<file path="config.mk">
export PLATFORM = sky130hd
export DESIGN_NAME = sram_port_arbiter
export DESIGN_NICKNAME = d
export VERILOG_FILES = /design/src/rtl/sram_port_arbiter_pkg.sv /design/src/rtl/sram_port_arbiter_sat_counter.sv /design/src/rtl/sram_port_arbiter.sv
export SDC_FILE = /design/constraint.sdc
export NUM_CORES = 1
export LEC_CHECK = 0
export ABC_AREA = 1
export CORE_AREA = 5 5 109 111
export CTS_BUF_LIST = sky130_fd_sc_hd__clkbuf_2 sky130_fd_sc_hd__clkbuf_4 sky130_fd_sc_hd__clkbuf_8
export DETAILED_ROUTE_END_ITERATION = 6
export DIE_AREA = 0 0 114 116
export DONT_BUFFER_PORTS = 1
export GPL_TIMING_DRIVEN = 0
export MAX_ROUTING_LAYER = met4
export PLACE_DENSITY = 0.41
export SLEW_MARGIN = 0
export SYNTH_ARGS = -nofsm -noshare
export SYNTH_HDL_FRONTEND = slang
export SYNTH_SLANG_ARGS = --single-unit
</file>
<file path="constraint.sdc">
create_clock -name clk -period 2.35 [get_ports clk]
set_input_delay 0.1175 -clock clk [delete_from_list [all_inputs] [get_ports clk]]
set_output_delay 0.1175 -clock clk [all_outputs]
set_load 0.1 [all_outputs]
</file>
<file path="src/rtl/sram_port_arbiter_pkg.sv">
// rtl/sram_port_arbiter_pkg.sv - shared encodings and widths for the unified SRAM port arbiter
package sram_port_arbiter_pkg;

    localparam int SRAM_ADDR_W = 32;
    localparam int SRAM_DATA_W = 32;
    localparam int SRAM_BE_W   = 4;
    // wide enough for MAX_WAIT up to 15
    localparam int WAIT_W      = 4;

    typedef enum logic [1:0] {
        OWNER_NONE = 2'd0,
        OWNER_INST = 2'd1,
        OWNER_DATA = 2'd2
    } owner_e;

    typedef enum logic {
        DATA_PRI = 1'b0,
        INST_PRI = 1'b1
    } pri_state_e;

endpackage

</file>
<file path="src/rtl/sram_port_arbiter_sat_counter.sv">
// rtl/sram_port_arbiter_sat_counter.sv - saturating up-counter with clear, async active-low reset
module sat_counter #(
    parameter int           W     = 4,
    parameter logic [W-1:0] LIMIT = '1
) (
    input  logic         clk,
    input  logic         resetn,
    input  logic         inc,
    input  logic         clr,
    output logic [W-1:0] count
);

    // clear wins over increment
    always_ff @(posedge clk or negedge resetn) begin
        if (!resetn) begin
            count <= '0;
        end else if (clr) begin
            count <= '0;
        end else if (inc && (count != LIMIT)) begin
            count <= count + W'(1);
        end
    end

endmodule

</file>
<file path="src/rtl/sram_port_arbiter.sv">
// rtl/sram_port_arbiter.sv - shares one single-port SRAM between IF fetch and MEM load/store
module sram_port_arbiter
    import sram_port_arbiter_pkg::*;
#(
    parameter int ADDR_W   = SRAM_ADDR_W,
    parameter int DATA_W   = SRAM_DATA_W,
    parameter int MAX_WAIT = 3,
    parameter int CNT_W    = 16
) (
    input  logic                 clk,
    input  logic                 resetn,
    input  logic                 inst_req,
    input  logic [ADDR_W-1:0]    inst_addr,
    output logic                 inst_gnt,
    output logic                 inst_rvalid,
    output logic [DATA_W-1:0]    inst_rdata,
    input  logic                 data_req,
    input  logic [SRAM_BE_W-1:0] data_we,
    input  logic [ADDR_W-1:0]    data_addr,
    input  logic [DATA_W-1:0]    data_wdata,
    output logic                 data_gnt,
    output logic                 data_rvalid,
    output logic [DATA_W-1:0]    data_rdata,
    output logic                 sram_en,
    output logic [SRAM_BE_W-1:0] sram_we,
    output logic [ADDR_W-1:0]    sram_addr,
    output logic [DATA_W-1:0]    sram_wdata,
    input  logic [DATA_W-1:0]    sram_rdata,
    output logic [CNT_W-1:0]     conflict_cnt
);

    pri_state_e        pri_state;
    pri_state_e        pri_next;
    owner_e            rd_owner;
    logic [WAIT_W-1:0] wait_cnt;
    logic              ireq_v;
    logic              dreq_v;
    logic              starve_hit;

    // grants are combinational, so they must be masked while reset is held
    assign ireq_v     = inst_req & resetn;
    assign dreq_v     = data_req & resetn;
    assign starve_hit = (wait_cnt == WAIT_W'(MAX_WAIT - 1));

    always_ff @(posedge clk or negedge resetn) begin
        if (!resetn) begin
            pri_state <= DATA_PRI;
        end else begin
            pri_state <= pri_next;
        end
    end

    always_comb begin
        pri_next = pri_state;
        inst_gnt = 1'b0;
        data_gnt = 1'b0;
        case (pri_state)
            DATA_PRI: begin
                data_gnt = dreq_v;
                inst_gnt = ireq_v && !dreq_v;
                if (ireq_v && dreq_v && starve_hit) begin
                    pri_next = INST_PRI;
                end
            end
            INST_PRI: begin
                inst_gnt = ireq_v;
                data_gnt = dreq_v && !ireq_v;
                pri_next = DATA_PRI;
            end
            default: pri_next = DATA_PRI;
        endcase
    end

    always_comb begin
        sram_en    = inst_gnt | data_gnt;
        sram_we    = '0;
        sram_addr  = '0;
        sram_wdata = '0;
        if (data_gnt) begin
            sram_we    = data_we;
            sram_addr  = data_addr;
            sram_wdata = data_wdata;
        end else if (inst_gnt) begin
            sram_addr  = inst_addr;
        end
    end

    // writes produce no response, so they leave the owner at NONE
    always_ff @(posedge clk or negedge resetn) begin
        if (!resetn) begin
            rd_owner <= OWNER_NONE;
        end else if (inst_gnt) begin
            rd_owner <= OWNER_INST;
        end else if (data_gnt && (data_we == '0)) begin
            rd_owner <= OWNER_DATA;
        end else begin
            rd_owner <= OWNER_NONE;
        end
    end

    assign inst_rvalid = (rd_owner == OWNER_INST);
    assign data_rvalid = (rd_owner == OWNER_DATA);
    assign inst_rdata  = inst_rvalid ? sram_rdata : '0;
    assign data_rdata  = data_rvalid ? sram_rdata : '0;

    sat_counter #(
        .W     (WAIT_W),
        .LIMIT (WAIT_W'(MAX_WAIT))
    ) u_wait_cnt (
        .clk    (clk),
        .resetn (resetn),
        .inc    (ireq_v && !inst_gnt),
        .clr    (inst_gnt || !ireq_v),
        .count  (wait_cnt)
    );

    sat_counter #(
        .W     (CNT_W),
        .LIMIT ('1)
    ) u_conflict_cnt (
        .clk    (clk),
        .resetn (resetn),
        .inc    (ireq_v && dreq_v),
        .clr    (1'b0),
        .count  (conflict_cnt)
    );

endmodule

</file>
After elaboration in Yosys (flattened, before gate mapping) --
Index checks and enable logic that the tools add are counted. Widths: inputs -> output; s select.
Word-level totals: register bits after elaboration 23
Operators by class: add/subtract/negate cells 2, equal/unequal tests 5, muxes and demuxes 14, bitwise operators 4, reduce and logical (&&, ||, !) cells 14
Operator list (number):
- $mux 32 | 5
- $add 16x1->16 const B | 1
- $ne 16x16->1 const B | 1
- $mux 4 | 3
- $logic_and 1x1->1 | 8
- $pmux 1 s2 | 3
- $add 4x1->4 const B | 1
- $eq 4x2->1 const B | 1
- $logic_not 4->1 | 1
- $mux 2 | 2
- $ne 4x2->1 const B | 1
- $logic_not 1->1 | 3
- $and 1x1->1 | 2
- $eq 2x1->1 const B | 1
- $eq 2x2->1 const B | 1
- $reduce_bool 2->1 | 1
- $logic_or 1x1->1 | 1
- $mux 1 | 1
- $not 1->1 | 1
- $or 1x1->1 | 1

Longest topological paths before layout --
depth in word-level cells 9, depth in mapped cells 9, mapped depth without buffers 9

Modules after synthesis --
From an unflattened synthesis, not the netlist that was laid out.
Unflattened totals: cells, all modules 494, area total of the unflattened synthesis 2710.1 um^2
By module, submodules not included:
- sram_port_arbiter | times used 1, cells each 319, area an instance 1437.6 um^2, seq. area each 75.1 um^2
- sat_counter (u_conflict_cnt) | times used 1, cells each 144, area an instance 1037.2 um^2, seq. area each 400.4 um^2
- sat_counter (u_wait_cnt) | times used 1, cells each 31, area an instance 235.2 um^2, seq. area each 100.1 um^2

Worst setup path before layout --
Ideal clock, no wire load.
path kind reg-to-output, start point register rd_owner[0], end point output port data_rdata[10], data arrival time 3.470 ns, required time 2.233 ns, path slack -1.238 ns, cell stages (with the launch flop) 5, path buffers 1, cells stage by stage dfrtp_1 > nor2_1 > inv_1 > clkbuf_1 > nor2_1
On the way: longest elaborated chain between the ends 2
RTL lines:
- start: declaration | line sram_port_arbiter.sv:34 | owner_e rd_owner;
- start signal: assignment | line sram_port_arbiter.sv:91 | rd_owner <= OWNER_NONE;
- start signal: assignment | line sram_port_arbiter.sv:93 | rd_owner <= OWNER_INST;
- start signal: assignment | line sram_port_arbiter.sv:95 | rd_owner <= OWNER_DATA;
- $eq 2x2->1 | line sram_port_arbiter.sv:102 | assign data_rvalid = (rd_owner == OWNER_DATA);
- named net data_rvalid | line sram_port_arbiter.sv:22 | output logic data_rvalid,
- $mux 32 | line sram_port_arbiter.sv:104 | assign data_rdata = data_rvalid ? sram_rdata : '0;
- end: declaration | line sram_port_arbiter.sv:23 | output logic [DATA_W-1:0] data_rdata,
The timed path passes the listed nets, and every way through them passes these cells.

Worst setup path in the final report --
start point register rd_owner[1], end point output port inst_rdata[15]
On the way: longest elaborated chain between the ends 2
RTL lines:
- $eq 2x1->1 | line sram_port_arbiter.sv:101 | assign inst_rvalid = (rd_owner == OWNER_INST);
- $mux 32 | line sram_port_arbiter.sv:103 | assign inst_rdata = inst_rvalid ? sram_rdata : '0;
- end: declaration | line sram_port_arbiter.sv:16 | output logic [DATA_W-1:0] inst_rdata,
No other way between the ends.

==> results.md <==
* Min Hold Slack at 61.5 ps
* TritonRoute pass-1 iters at 4
* Total Wirelength at 11.9 mm
* Reg2reg setup slack at 190 ps
* Clock Sinks at 23
* Setup violators final at 22
* Unique masters post-synth at 27
* Residual DRC at 0
* Reg area at 578 sq um
* Remaining Overflow, GRT at 0
* Clock root buffer: clkbuf_8
* Critical Path Sink Type: output pin
* Peak supply drop at 0.828 mV
* Reg clk slew, reported paths at 90 ps
* Finished Core Util at 0.309
* Min-Delay Path Class: input pin to flop
* Synthesized flop and latch total at 23
* Worst EP arrival at 2280 ps
* Multi-input gate area at 0.00197 sq mm
* Placed Cells at 549
* Reg-to-Reg Start: u_conflict_cnt.count[5]
* Die height at 116 microns
* Reg-to-reg endpoint: u_conflict_cnt.count[2]
* Register area share after synthesis at 0.239
* Final #Nets at 555
* Pins Over Slew Limit at 0
* Max-cap violations at 0
* Share of cells above drive strength 1 at 0.424
* Crit start category: flop
* Synth Instances at 409
* Fin crit period at 2400 ps
* Leading cell type in the layout, fill and taps excluded: inv_1
* Worst R2R Path Depth at 8
* IO buf count at 0
* Fill cells at 1178
* Initial Util at 0.225
* Pleak at 1.49 nW
* Slowest stage delay, CP at 910 ps
* Status: complete, but fails checks
* Via Count at 2653
* Setup Skew at 3.99 ps
* CP cell instances: inv_1 -> nand2_1 -> clkbuf_1 -> nor2_2
* Detail Route Antenna Nets at 0
* Failing checks: setup timing
* CTS H-tree lvls at 1
* Gpl congestion at 0.852
* Core ar. at 0.0107 sq mm
* Final Instance Count excl. Fillers at 565
* Crit path to: inst_rdata[15]
* Mean Syn Cell Area at 5.88 sq um
* DR iter-0 viols at 117
* Routed WL per cell at 21.1 microns
* Worst slew margin at 0.273
* I/O pin count at 289
* Max Fclk at 416 MHz
* Die ar. at 0.0132 sq mm
* Largest net degree at the start of global routing at 24
* First-pass GRT wire length at 15.9 mm
* Least-Margin Pin Slew at 1090 ps
* Area Growth Syn to Fin at 37.7%
* Ys Warns at 0
* Final Hold Vio Count at 0
* CTS buffer count at 3
* Vias in the first global route at 2428
* Post-Syn Area at 0.00240 sq mm
* PwrDens at 620 mW/mm^2
* Hold path depth at 3
* Most frequent cells in the layout: inv_1, nand2_1, nor2_4, nor2_2, a22o_2
* Worst Path Required at 2230 ps
* Later-pin clock latency in the skew report at 270 ps
* Die width at 114 microns
* Post-DP HPWL at 10.5 mm
* Initial antenna violation count at 10
* # rows at 38
* Slowest-stage cell, CP: nor2_2
* Via/cell ratio at 4.70
* Mapped Nets at 548
* Fin crit share at 1.02
* GRT Total Usage at 0.164
* Setup repair after global routing missed its margin: true
* Critical path origin: rd_owner[1]
* CP Max Fanout at 10
* CTS tree: done
* Buffers from clock root to sink, at most at 2
* Kind of critical path: flop to output pin
* Setup ws final at -51.0 ps
==> synthesized netlist by cell type <==
| library cell | count | share of area |
|---|---|---|
| o21ai_1 | 1 | 0.0021 |
| nor2_4 | 4 | 0.019 |
| nand2_4 | 3 | 0.014 |
| nor3_2 | 1 | 0.0042 |
| nand4_1 | 7 | 0.018 |
| nor2_2 | 6 | 0.016 |
| o21ai_0 | 7 | 0.015 |
| inv_1 | 92 | 0.14 |
| buf_1 | 2 | 0.0031 |
| clkbuf_1 | 7 | 0.011 |
| buf_6 | 1 | 0.0047 |
| nand3_1 | 9 | 0.019 |
| nand2_1 | 64 | 0.10 |
| dfrtp_1 | 23 | 0.24 |
| xor2_1 | 2 | 0.0073 |
| o211ai_1 | 1 | 0.0031 |
| a22o_1 | 32 | 0.12 |
| nor2_1 | 122 | 0.19 |
| xnor2_1 | 3 | 0.011 |
| a21oi_1 | 1 | 0.0021 |
| nor3_1 | 1 | 0.0021 |
| buf_2 | 7 | 0.015 |
| o21ai_2 | 4 | 0.015 |
| ha_1 | 3 | 0.016 |
| nand3_2 | 1 | 0.0042 |
| nand2_2 | 3 | 0.0078 |
| inv_2 | 2 | 0.0031 |
==> critical path, delay by kind of cell (launching register included) <==
kind | cells | cell delay (ps)
and+or+nand+nor | 2 | 1160
buffers and inverters | 2 | 470
DFF | 1 | 370
==> stage by stage <==
stage / worst slack, ps / total power [mW] / setup TNS (ps) / area [sq um]
floorplan: 22.4 / 1.64 / 0 / 2640
global placement: -236 / 1.72 / -8490 / 2820
detailed placement: -246 / 1.75 / -6750 / 2990
CTS: -96.0 / 2.05 / -2160 / 3160
global route: -176 / 2.14 / -3960 / 3310
finish: -51.0 / 2.05 / -703 / 3310
==> power breakdown <==
part	leakage (nW)	total, mW	internal (mW)	switching [mW]
sequential	0.300	0.814	0.433	0.380
clock	0.0255	0.263	0.119	0.144
combinational	1.16	0.975	0.143	0.832
total	1.49	2.05	0.694	1.36
==> sequential cells by signal (all words and copies together) (netlist names) <==
name                  flops
rd_owner                  2
u_conflict_cnt.count     16
u_wait_cnt.count          4
pri_state                 1
==> metal layers <==
metal | wire, microns | GRT usage
met5 | 0 | -
met4 | 6 | 0.00475
met3 | 1630 | 0.100
met2 | 5220 | 0.221
met1 | 5090 | 0.221
==> worst min-delay path by stage <==
stage | start | end
floorplan | resetn | pri_state
CTS | data_we[2] | rd_owner[1]
detailed placement | resetn | u_conflict_cnt.count[13]
finish | data_we[2] | rd_owner[1]
global placement | resetn | u_conflict_cnt.count[13]
global route | data_we[3] | rd_owner[1]
==> repair_timing <==
item	in CTS	in global routing
pin swaps	4	4
resized for setup	44	32
hold buffers	2	0
buffers inserted	0	0
hold endpoints to repair	23	0
endpoints found under the setup margin	90	69
==> area by class of cell <==
type / count / area share
repair buffers: 2 / 0.00907
clock inverters: 1 / 0.00151
clock buffers: 3 / 0.0125
well taps: 140 / 0.0529
plain buffers: 17 / 0.0363
diodes: 10 / 0.00756
inverters: 94 / 0.109
multi-input cells: 275 / 0.596
flip-flops and latches: 23 / 0.175
==> cells by family after synthesis <==
| kind of cell | Yosys count | share of synthesized area |
|---|---|---|
| xor gates and xnor gates | 5 | 0.0182 |
| buffers and inverters | 111 | 0.180 |
| AOI/OAI and AO/OA | 46 | 0.153 |
| and+or+nand+nor | 221 | 0.394 |
| DFF | 23 | 0.239 |
| adders and majority gates | 3 | 0.0156 |
Power figures use the tool's default switching activity.
